### src/rtl/n_bit_square_pkg.sv
// -----------------------------------------------------------------------------
// n_bit_square_pkg
// Shared constants and a reference squaring function for the pipelined
// unsigned squarer.
//   LATENCY : clock edges from operand presentation to result
//   N_DEF   : default operand width
//   sq_ref  : x*x at full 2*N_DEF precision (golden value for scoreboards)
// -----------------------------------------------------------------------------
package n_bit_square_pkg;

  localparam int LATENCY = 2;
  localparam int N_DEF   = 8;

  // Full-precision square of an N_DEF-bit operand.
  function automatic logic [2*N_DEF-1:0] sq_ref(input logic [N_DEF-1:0] x);
    logic [2*N_DEF-1:0] w_x;
    w_x = {{N_DEF{1'b0}}, x};
    return w_x * w_x;
  endfunction

endpackage

### src/rtl/n_bit_square_if.sv
// -----------------------------------------------------------------------------
// n_bit_square_if
// Operand/result bundle of the squarer.
//   num       : unsigned operand (master -> slave)
//   in_valid  : num qualifier     (master -> slave)
//   result    : square, 2N bits   (slave -> master)
//   out_valid : result qualifier  (slave -> master)
// With N_BIT_SQUARE_ACC_EN defined the bundle also carries:
//   acc_clr   : clear the running sum (master -> slave)
//   acc       : running sum of squares, 2N+8 bits (slave -> master)
// -----------------------------------------------------------------------------
interface n_bit_square_if
  import n_bit_square_pkg::*;
#(
  parameter int N = N_DEF
);

  logic [N-1:0]   num;
  logic           in_valid;
  logic [2*N-1:0] result;
  logic           out_valid;
`ifdef N_BIT_SQUARE_ACC_EN
  logic           acc_clr;
  logic [2*N+7:0] acc;

  modport master (output num, output in_valid, output acc_clr,
                  input  result, input out_valid, input acc);
  modport slave  (input  num, input in_valid, input acc_clr,
                  output result, output out_valid, output acc);
`else
  modport master (output num, output in_valid,
                  input  result, input out_valid);
  modport slave  (input  num, input in_valid,
                  output result, output out_valid);
`endif

endinterface

### src/rtl/n_bit_square_chk.sv
// -----------------------------------------------------------------------------
// n_bit_square_chk
// Run-time sanity checks for the squarer datapath.
//   clk, rst  : clock and synchronous active-high reset
//   i_carry   : top bit of the 2N+1 bit internal sum; a square of an N-bit
//               value always fits in 2N bits, so this bit must stay clear
// -----------------------------------------------------------------------------
module n_bit_square_chk (
  input logic clk,
  input logic rst,
  input logic i_carry
);

  // The internal sum must never carry past 2N bits outside reset.
  always_ff @(posedge clk) begin
    if (!rst) begin
      assert (i_carry == 1'b0);
    end
  end

endmodule

### src/rtl/n_bit_square_pp.sv
// -----------------------------------------------------------------------------
// n_bit_square_pp
// Combinational H x H unsigned partial-product generator.
//   i_a, i_b : H-bit unsigned factors
//   o_p      : 2H-bit full product
// -----------------------------------------------------------------------------
module n_bit_square_pp #(
  parameter int H = 4
) (
  input  logic [H-1:0]   i_a,
  input  logic [H-1:0]   i_b,
  output logic [2*H-1:0] o_p
);

  logic [2*H-1:0] w_a;
  logic [2*H-1:0] w_b;

  // Widen both factors so the multiply is evaluated at full product width.
  always_comb begin
    w_a = {{H{1'b0}}, i_a};
    w_b = {{H{1'b0}}, i_b};
    o_p = w_a * w_b;
  end

endmodule

### src/rtl/n_bit_square.sv
// -----------------------------------------------------------------------------
// n_bit_square
// Two-stage pipelined unsigned squarer: result = num * num at 2N bits.
// Stage 1 registers the three half-width partial products hi*hi, hi*lo and
// lo*lo; stage 2 registers their weighted sum. One operand per cycle, fixed
// latency of two edges, valid bit carried alongside the data.
//   clk  : rising-edge clock
//   rst  : synchronous reset, active-high
//   bus  : n_bit_square_if.slave (num, in_valid, result, out_valid)
// Optional build macro N_BIT_SQUARE_ACC_EN adds a running sum of squares
// (bus.acc, 2N+8 bits, wraps) cleared by bus.acc_clr or rst.
// -----------------------------------------------------------------------------
module n_bit_square
  import n_bit_square_pkg::*;
#(
  parameter int N = N_DEF
) (
  input logic            clk,
  input logic            rst,
  n_bit_square_if.slave  bus
);

  localparam int H = N / 2;

  logic [H-1:0]   w_hi;
  logic [H-1:0]   w_lo;
  logic [N-1:0]   w_pp_hh;
  logic [N-1:0]   w_pp_hl;
  logic [N-1:0]   w_pp_ll;

  logic [N-1:0]   r_pp_hh;
  logic [N-1:0]   r_pp_hl;
  logic [N-1:0]   r_pp_ll;
  logic           r_v1;

  logic [2*N:0]   w_sum;
  logic [2*N-1:0] w_result_next;
  logic [2*N-1:0] r_result;
  logic           r_out_valid;

  assign w_hi = bus.num[N-1:H];
  assign w_lo = bus.num[H-1:0];

  n_bit_square_pp #(.H(H)) u_pp_hh (.i_a(w_hi), .i_b(w_hi), .o_p(w_pp_hh));
  n_bit_square_pp #(.H(H)) u_pp_hl (.i_a(w_hi), .i_b(w_lo), .o_p(w_pp_hl));
  n_bit_square_pp #(.H(H)) u_pp_ll (.i_a(w_lo), .i_b(w_lo), .o_p(w_pp_ll));

  // Stage 1: data registers load every cycle; only r_v1 carries qualification.
  always_ff @(posedge clk) begin
    if (rst) begin
      r_pp_hh <= {N{1'b0}};
      r_pp_hl <= {N{1'b0}};
      r_pp_ll <= {N{1'b0}};
      r_v1    <= 1'b0;
    end else begin
      r_pp_hh <= w_pp_hh;
      r_pp_hl <= w_pp_hl;
      r_pp_ll <= w_pp_ll;
      r_v1    <= bus.in_valid;
    end
  end

  // num^2 = hh*2^N + 2*hl*2^H + ll; the cross term appears twice, hence H+1.
  always_comb begin
    w_sum = ({{(N+1){1'b0}}, r_pp_hh} << N)
          + ({{(N+1){1'b0}}, r_pp_hl} << (H+1))
          +  {{(N+1){1'b0}}, r_pp_ll};
    w_result_next = w_sum[2*N-1:0];
  end

  // Stage 2: register the full-precision square and its valid bit.
  always_ff @(posedge clk) begin
    if (rst) begin
      r_result    <= {(2*N){1'b0}};
      r_out_valid <= 1'b0;
    end else begin
      r_result    <= w_result_next;
      r_out_valid <= r_v1;
    end
  end

  assign bus.result    = r_result;
  assign bus.out_valid = r_out_valid;

  n_bit_square_chk u_chk (
    .clk     (clk),
    .rst     (rst),
    .i_carry (w_sum[2*N])
  );

`ifdef N_BIT_SQUARE_ACC_EN
  logic [2*N+7:0] r_acc;
  logic [2*N+7:0] w_sq_ext;

  assign w_sq_ext = {8'b0, w_result_next};

  // Running sum of squares; a clear coinciding with a valid result restarts
  // the sum at that result rather than dropping it.
  always_ff @(posedge clk) begin
    if (rst) begin
      r_acc <= {(2*N+8){1'b0}};
    end else if (bus.acc_clr) begin
      r_acc <= r_v1 ? w_sq_ext : {(2*N+8){1'b0}};
    end else if (r_v1) begin
      r_acc <= r_acc + w_sq_ext;
    end else begin
      r_acc <= r_acc;
    end
  end

  assign bus.acc = r_acc;
`endif

endmodule

### src/flat_wrapper.sv
// flat-port wrapper written by rule: the top's interface ports become plain ports
module n_bit_square_flat import n_bit_square_pkg::*;
#(
  parameter int N = N_DEF
)
  (clk, rst, bus_num, bus_in_valid, bus_result, bus_out_valid);
  n_bit_square_if #(.N(N)) bus_i ();
  input logic clk;
  input logic rst;
  input wire logic [$bits(bus_i.num)-1:0] bus_num;
  input wire logic [$bits(bus_i.in_valid)-1:0] bus_in_valid;
  output wire logic [$bits(bus_i.result)-1:0] bus_result;
  output wire logic [$bits(bus_i.out_valid)-1:0] bus_out_valid;
  assign bus_i.num = bus_num;
  assign bus_i.in_valid = bus_in_valid;
  assign bus_result = bus_i.result;
  assign bus_out_valid = bus_i.out_valid;
  n_bit_square #(.N(N)) u_core (.clk(clk), .rst(rst), .bus(bus_i));
endmodule
### config.mk
export PLATFORM = sky130hd
export DESIGN_NAME = n_bit_square_flat
export DESIGN_NICKNAME = d
export VERILOG_FILES = /design/src/rtl/n_bit_square_pkg.sv /design/src/rtl/n_bit_square_if.sv /design/src/rtl/n_bit_square_chk.sv /design/src/rtl/n_bit_square_pp.sv /design/src/rtl/n_bit_square.sv /design/src/flat_wrapper.sv
export SDC_FILE = /design/constraint.sdc
export NUM_CORES = 1
export LEC_CHECK = 0
export CORE_MARGIN = 8
export CORE_UTILIZATION = 35
export DETAILED_ROUTE_END_ITERATION = 16
export PLACE_DENSITY_LB_ADDON = 0.2
export REMOVE_ABC_BUFFERS = 1
export SLEW_MARGIN = 20
export SYNTH_ARGS = -nofsm -noshare
export SYNTH_HDL_FRONTEND = slang
export SYNTH_SLANG_ARGS = --single-unit
### constraint.sdc
create_clock -name clk -period 6.4 [get_ports clk]
set_clock_uncertainty 0.1 [all_clocks]
set_input_delay 1.28 -clock clk [delete_from_list [all_inputs] [get_ports clk]]
set_output_delay 1.28 -clock clk [all_outputs]
set_load 0.02 [all_outputs]
==> summary.txt <==
Run status
  • Outcome: finished clean

Min path
  • Hold Path End: u_core.bus.out_valid$_SDFF_PP0_
  • Hold path startpoint: u_core.r_v1$_SDFF_PP0_
  • Hold depth: 1
  • Hold/Removal Path Class: flip-flop to flip-flop

Yosys
  • Synth Flop Type: dfxtp_1
  • Synthesized area: 0.00224 mm2
  • Most frequent cell after synthesis: dfxtp_1
  • Post-synth EDFFs: 0
  • Post-synthesis sequential area ratio: 34.9%
  • Cells after synthesis: ~240
  • Asr flop ratio synth: 0%
  • Syn Area/Cell: ~9.4 um2
  • Yosys reg bits: 39
  • Netlist cell types: 43
  • Yosys warning total: 0
  • Synth area leader: dfxtp_1
  • Synth area leaders: dfxtp_1 35%, ha_1 14%, and2_1 6.7%
  • Post-synth top cells: 39 x dfxtp_1, 25 x ha_1, 24 x and2_1
  • Synth top area share: 34.9%

Pwr
  • Leakage power: between 0.001 and 0.0015 uW
  • Tot Pwr: 622 uW
  • Power Dens Cells: ~230 mW/mm2
  • Max IR drop VDD: 122 uV

Die
  • Die span in y: 96.0 um
  • IO Count: 28
  • FP Rows: 29
  • Die area: 0.00921 mm2
  • Die Width: 96.0 um
  • Initial Utilization: a little over a third
  • CORE AREA: 0.00628 mm2

Timing
  • Fin crit period: 4200 ps
  • Setup tns final: 0 ps
  • Rel. slew slack: 54.9%
  • Peak Freq: about 240 MHz
  • RSZ-0062 raised after global routing: false
  • Fin. max-slew vios: 0
  • Final setup fails: 0
  • Fin. Hold Viols: 0
  • Tcrit/Tclk final: 65.6%
  • Tightest Pin Transition: between 600 and 700 ps

Routing
  • Vias/cell: 4.67
  • DR pass1 iterations: 3
  • Antenna viol nets, final: 0
  • WL final: 3970 um
  • DRC viols: 0
  • DR iter-0 viols: 35
  • Detailed-route wire length per cell: 11.7 um
  • Via Count: between 1500 and 2000

Setup path
  • Crit path kind: input port to flip-flop
  • CP max FO: 11
  • Crit path top cell by count: fa_1
  • Crit path launch type: input port
  • R2R Path Start: u_core.r_pp_ll[5]$_SDFF_PP0_
  • CP max stage delay: roughly 700 ps
  • RR Endpoint: u_core.bus.result[15]$_SDFF_PP0_
  • WP data arrival: roughly 4300 ps
  • Worst path slowest cell: clkdlybuf4s50_1
  • CP Depth: 10
  • CP bufs+invs: 2
  • Setup slack, reg-to-reg: 4140 ps
  • Worst r2r path cells: 7
  • Crit. End Element: flip-flop
  • CP top delay family: adder cells
  • Critical Path RT: 6460 ps
  • Crit path cell chain: clkdlybuf4s50_1, nand2_1, fa_1, inv_1, fa_1, fa_1, a21o_1, a21oi_1, xor2_1, nor2_1

Job
  • Maxcap violations: 0

CTS
  • CTS root buffer: clkbuf_8
  • Postcts setup bufs: 0
  • Worst skew pair latency: 290 ps
  • CTS buffer count: 5
  • Htree depth: 2
  • CTS tree: done
  • CTS Hold Buffers Added: 0
  • Clock Tree Buf Depth: 2
  • CTS-repair resized insts: 0
  • Clk slew on worst S/H paths: 70 ps
  • CTS sink cnt: 39

Place
  • Post-DP HPWL: 3060 um
  • Area after DPL: 0.00256 mm2
  • Port bufs: 26
  • Routability Congestion: between 0.7 and 0.8

Layout
  • Area growth, synth to finish: 20.0%
  • Filler cells: 639
  • N_diodes: 0
  • Multi-input logic area: around 0.0014 mm2
  • Post-Layout Inst Area: 0.00268 mm2
  • Fin nets: around 310
  • Sequential Area: 781 um2
  • Share of cells above drive strength 1: under 10%

Global routing
  • Vias in the first global route: around 1500
  • First-pass GRT wire length: 6960 um
  • Pin count of the biggest net entering global routing: 30
  • GRT Total Usage: 9.67%
  • GRT overflow: 0
  • Antenna violations before repair: 0
cells by family (layout without fill, tap and decap cells):
family,count (synthesis),after routing,share of synthesized area [%]
DFF,39,39,34.9
xor gates and xnor gates,8,8,3.13
other,1,1,0.168
AOI/OAI and AO/OA,36,36,11.2
adders and majority gates,32,32,20.2
buffers and inverters,19,45,3.41
muxes,2,2,1.01
and+or+nand+nor,101,101,25.9
worst max-delay path by stage:
stage | startpoint | to | slack, ps
after floorplan | bus_num[3] | u_core.r_pp_hl[6]$_SDFF_PP0_ | 2790
after global placement | bus_num[4] | u_core.r_pp_hl[6]$_SDFF_PP0_ | 1940
after detailed placement | bus_num[4] | u_core.r_pp_hl[6]$_SDFF_PP0_ | 1850
after CTS | bus_num[4] | u_core.r_pp_hl[6]$_SDFF_PP0_ | 2170
after global routing | bus_num[4] | u_core.r_pp_hl[6]$_SDFF_PP0_ | 2020
final | bus_num[4] | u_core.r_pp_hl[6]$_SDFF_PP0_ | 2200
sequential cells by signal, summed over array words and instances, names as in the netlist:
name	flops
u_core.bus.result	15
u_core.r_pp_hl	8
u_core.r_pp_hh	7
u_core.r_pp_ll	7
u_core.bus.out_valid	1
u_core.r_v1	1
area by class of cell:
class,instances,share of cell area [%]
Sequential cell,39,29.1
Inverter,10,1.40
Clock inverter,2,1.45
Tap cell,77,3.59
Multi-Input combinational cell,180,51.4
Timing Repair Buffer,27,9.98
Clock buffer,6,3.08
routing by layer:
metal	track usage, %	up-vias	share of wire [%]	wire, um
met4	5.38	0	2.3	90
met2	15.9	19	45	1800
met1	11.7	710	49	1960
met3	1.64	6	3.2	126
li1	-	856	-	-
met5	0	-	0	0
through the flow:
step	utilization [%]	hold slack, ps	cells	setup WS (ps)
after floorplan	-	314	229	2790
after global placement	40.8	319	333	1940
after detailed placement	40.8	326	333	1850
after CTS	42.8	345	341	2170
after global routing	42.8	358	341	2020
final	42.8	341	341	2200
worst register-to-register path: stages, from the launching register on:
cell and delay (ps):
dfxtp_1 320, ha_1 190, inv_1 60, fa_1 380, nand2b_1 190, a2111o_1 440
a21oi_2 160, mux2_1 320
where the power goes:
group | leakage (uW) | internal (uW) | total (uW) | switching, uW
Combinational | 0.000786 | 66.1 | 137 | 70.6
Sequential | 0.000322 | 263 | 272 | 8.21
Clock | 0.0000618 | 128 | 214 | 85.6
cell usage in the layout, fill, tap and decap left out, types with 2 or more instances in the layout:
master | netlist | final
dfxtp_1 | 39 | 39
and3_1 | 2 | 2
a21oi_1 | 9 | 9
xnor2_1 | 6 | 6
nand3_1 | 4 | 4
a211oi_1 | 4 | 4
inv_1 | 10 | 10
a21o_1 | 7 | 7
nor2b_1 | 20 | 20
nand2_1 | 7 | 7
and2_1 | 24 | 24
nand2b_1 | 4 | 4
nand4_1 | 2 | 2
fa_1 | 7 | 7
nor2_1 | 19 | 19
clkdlybuf4s50_1 | 0 | 26
o21ai_0 | 4 | 4
nor3b_1 | 6 | 6
nor3_1 | 6 | 6
xor2_1 | 2 | 2
and3b_1 | 2 | 2
a31o_2 | 3 | 3
ha_1 | 25 | 25
clkbuf_8 | 0 | 6
Note: power is estimated with default switching activity, not from simulation.
==> RTL edit (config.mk and constraints unchanged) <==
Set the package constant `N_DEF` to 16 (it was 8).
--- a/src/rtl/n_bit_square_pkg.sv
+++ b/src/rtl/n_bit_square_pkg.sv
@@ -9,7 +9,7 @@
 package n_bit_square_pkg;
 
   localparam int LATENCY = 2;
-  localparam int N_DEF   = 8;
+  localparam int N_DEF   = 16;
 
   // Full-precision square of an N_DEF-bit operand.
   function automatic logic [2*N_DEF-1:0] sq_ref(input logic [N_DEF-1:0] x);
Ports: changed (resized bus_num and bus_result); port bits go from 28 to 52. No check against the original RTL was run, so the function may have changed too.
==> RTL edit against the unedited design <==
- worst setup slack lost 1.7 ns
- final area grew to 3.6 times the old value
- area after synthesis grew to 3.7 times the old value
- sequential cell count grew 40
- final cell count grew to 3.8 times the old value
- first-iteration DRC count grew to 7.3 times the old value
- wire length grew to 4.3 times the old value
- register-to-register slack lost 0.36 ns
- power grew to 4.8 times the old value
- largest cell class unchanged
- largest power group is now combinational logic
==> RTL edit: results (changes against the unedited design) <==
| Metric | Value |
|---|---|
| R2r endpoint | u_core.bus.result[31] |
| Internal reg-to-reg setup slack | 3.78 ns (-0.36 ns) |
| Num CTS Buffers | 9 (+4) |
| Number of global-route vias before repair | 6001 (+290%) |
| Final nets | 1204 (+290%) |
| Post-DP HPWL | 14400 microns (+370%) |
| Drt via density | 4.47 (-4.2%) |
| Synth Area in Adders | 37.5% (+17 points) |
| Post-synth ARST share | 0% (unchanged) |
| Worst Setup EP | u_core.r_pp_ll[13] |
| Sequential cell area fraction in the yosys report | 19.1% (-16 points) |
| Hold Path End | u_core.bus.result[2] |
| CP delay by family, top | adder cells |
| Min-delay src | u_core.r_pp_ll[2] |
| Post-synth top cells | inv_1, ha_1, fa_1, nor2_1, and2_1 |
| Main synth FF type | dfxtp_1 |
| Status | finished clean |
| Maximum clock frequency | 170 MHz (-29%) |
| Critical Path AT | 6.01 ns (+1.75 ns) |
| Slowest stage delay, CP | 0.82 ns (+0.12 ns) |
| Drt first pass iters | 5 (+2) |
| Synth unique cells | 55 (+28%) |
| Ranking of synthesized cells by area | fa_1, dfxtp_1, ha_1 |
| Final Wtd Congestion | 0.791 (+2.8%) |
| H-tree depth | 3 (+1) |
| Layout cell share with drive strength beyond 1 | 5.44% (-1.0 points) |
| Worst r2r src | u_core.r_pp_ll[9] |
| Placed Area | 9250 sq um (+260%) |
| Largest net degree at the start of global routing | 44 (+47%) |
| Beginning of the critical path | bus_num[2] |
| # placed instances | 1296 (+290%) |
| Post-Syn Instances | 932 (+290%) |
| Place WS | 0.127 ns (-1.72 ns) |
| Worst hold slack | 0.339 ns (-0.00224 ns) |
| Compound-Gate Fraction of Synth Area | 9.25% (-2.0 points) |
| GRT Overall Usage | 12.5% (+2.9 points) |
| Worst-case vdd ir drop | 0.137 mV (+12%) |
| Multiplexer share of the synthesized area | 1.33% (+0.32 points) |
| Post-CTS setup buffer count | 0 (unchanged) |
| R2r worst-path depth | 9 (+2) |
| Via count | 5860 (+270%) |
| IO Port Bufs | 50 (+92%) |
| Root Buffer | clkbuf_16 |
| ANT cells | 0 (unchanged) |
| Max FO, Critical Path | 14 (+3) |
| Pleak | 4.60 nW (+290%) |
| DR iter-0 viols | 255 (+630%) |
| Later-pin clock latency in the skew report | 0.33 ns (+0.04 ns) |
| Worst slew margin | 59.4% (+4.5 points) |
| First-pass GRT wire length | 29700 microns (+330%) |
| Wire per inst | 13.2 microns (+13%) |
| Post-Synth XOR/XNOR Area | 5.61% (+2.5 points) |
| Largest register FFs | 31 (+16) |
-- RTL edit: where the power goes --
group / internal (mW) / switching, mW
logic: 0.804 / 1.02
registers: 0.633 / 0.0542
clock network: 0.302 / 0.198
-- RTL edit: layout make-up --
| class | instances | area (sq um) |
|---|---|---|
| Fill cell | 2336 | 13800 |
| Clock buffer | 9 | 225 |
| Clock inverter | 6 | 72.6 |
| Timing Repair Buffer | 76 | 691 |
| Sequential cell | 79 | 1580 |
| Inverter | 148 | 556 |
| Multi-Input combinational cell | 674 | 6020 |
| Tap cell | 319 | 399 |
-- RTL edit: per-layer routing --
| layer | vias up | wire, microns | track usage, % | share of wire [%] |
|---|---|---|---|---|
| met4 | 0 | 199 | 3.00 | 1.2 |
| met1 | 2700 | 9160 | 17.5 | 53 |
| met3 | 12 | 441 | 1.26 | 2.6 |
| met5 | - | 0 | 0 | 0 |
| met2 | 70 | 7440 | 20.4 | 43 |
| li1 | 3078 | - | - | - |
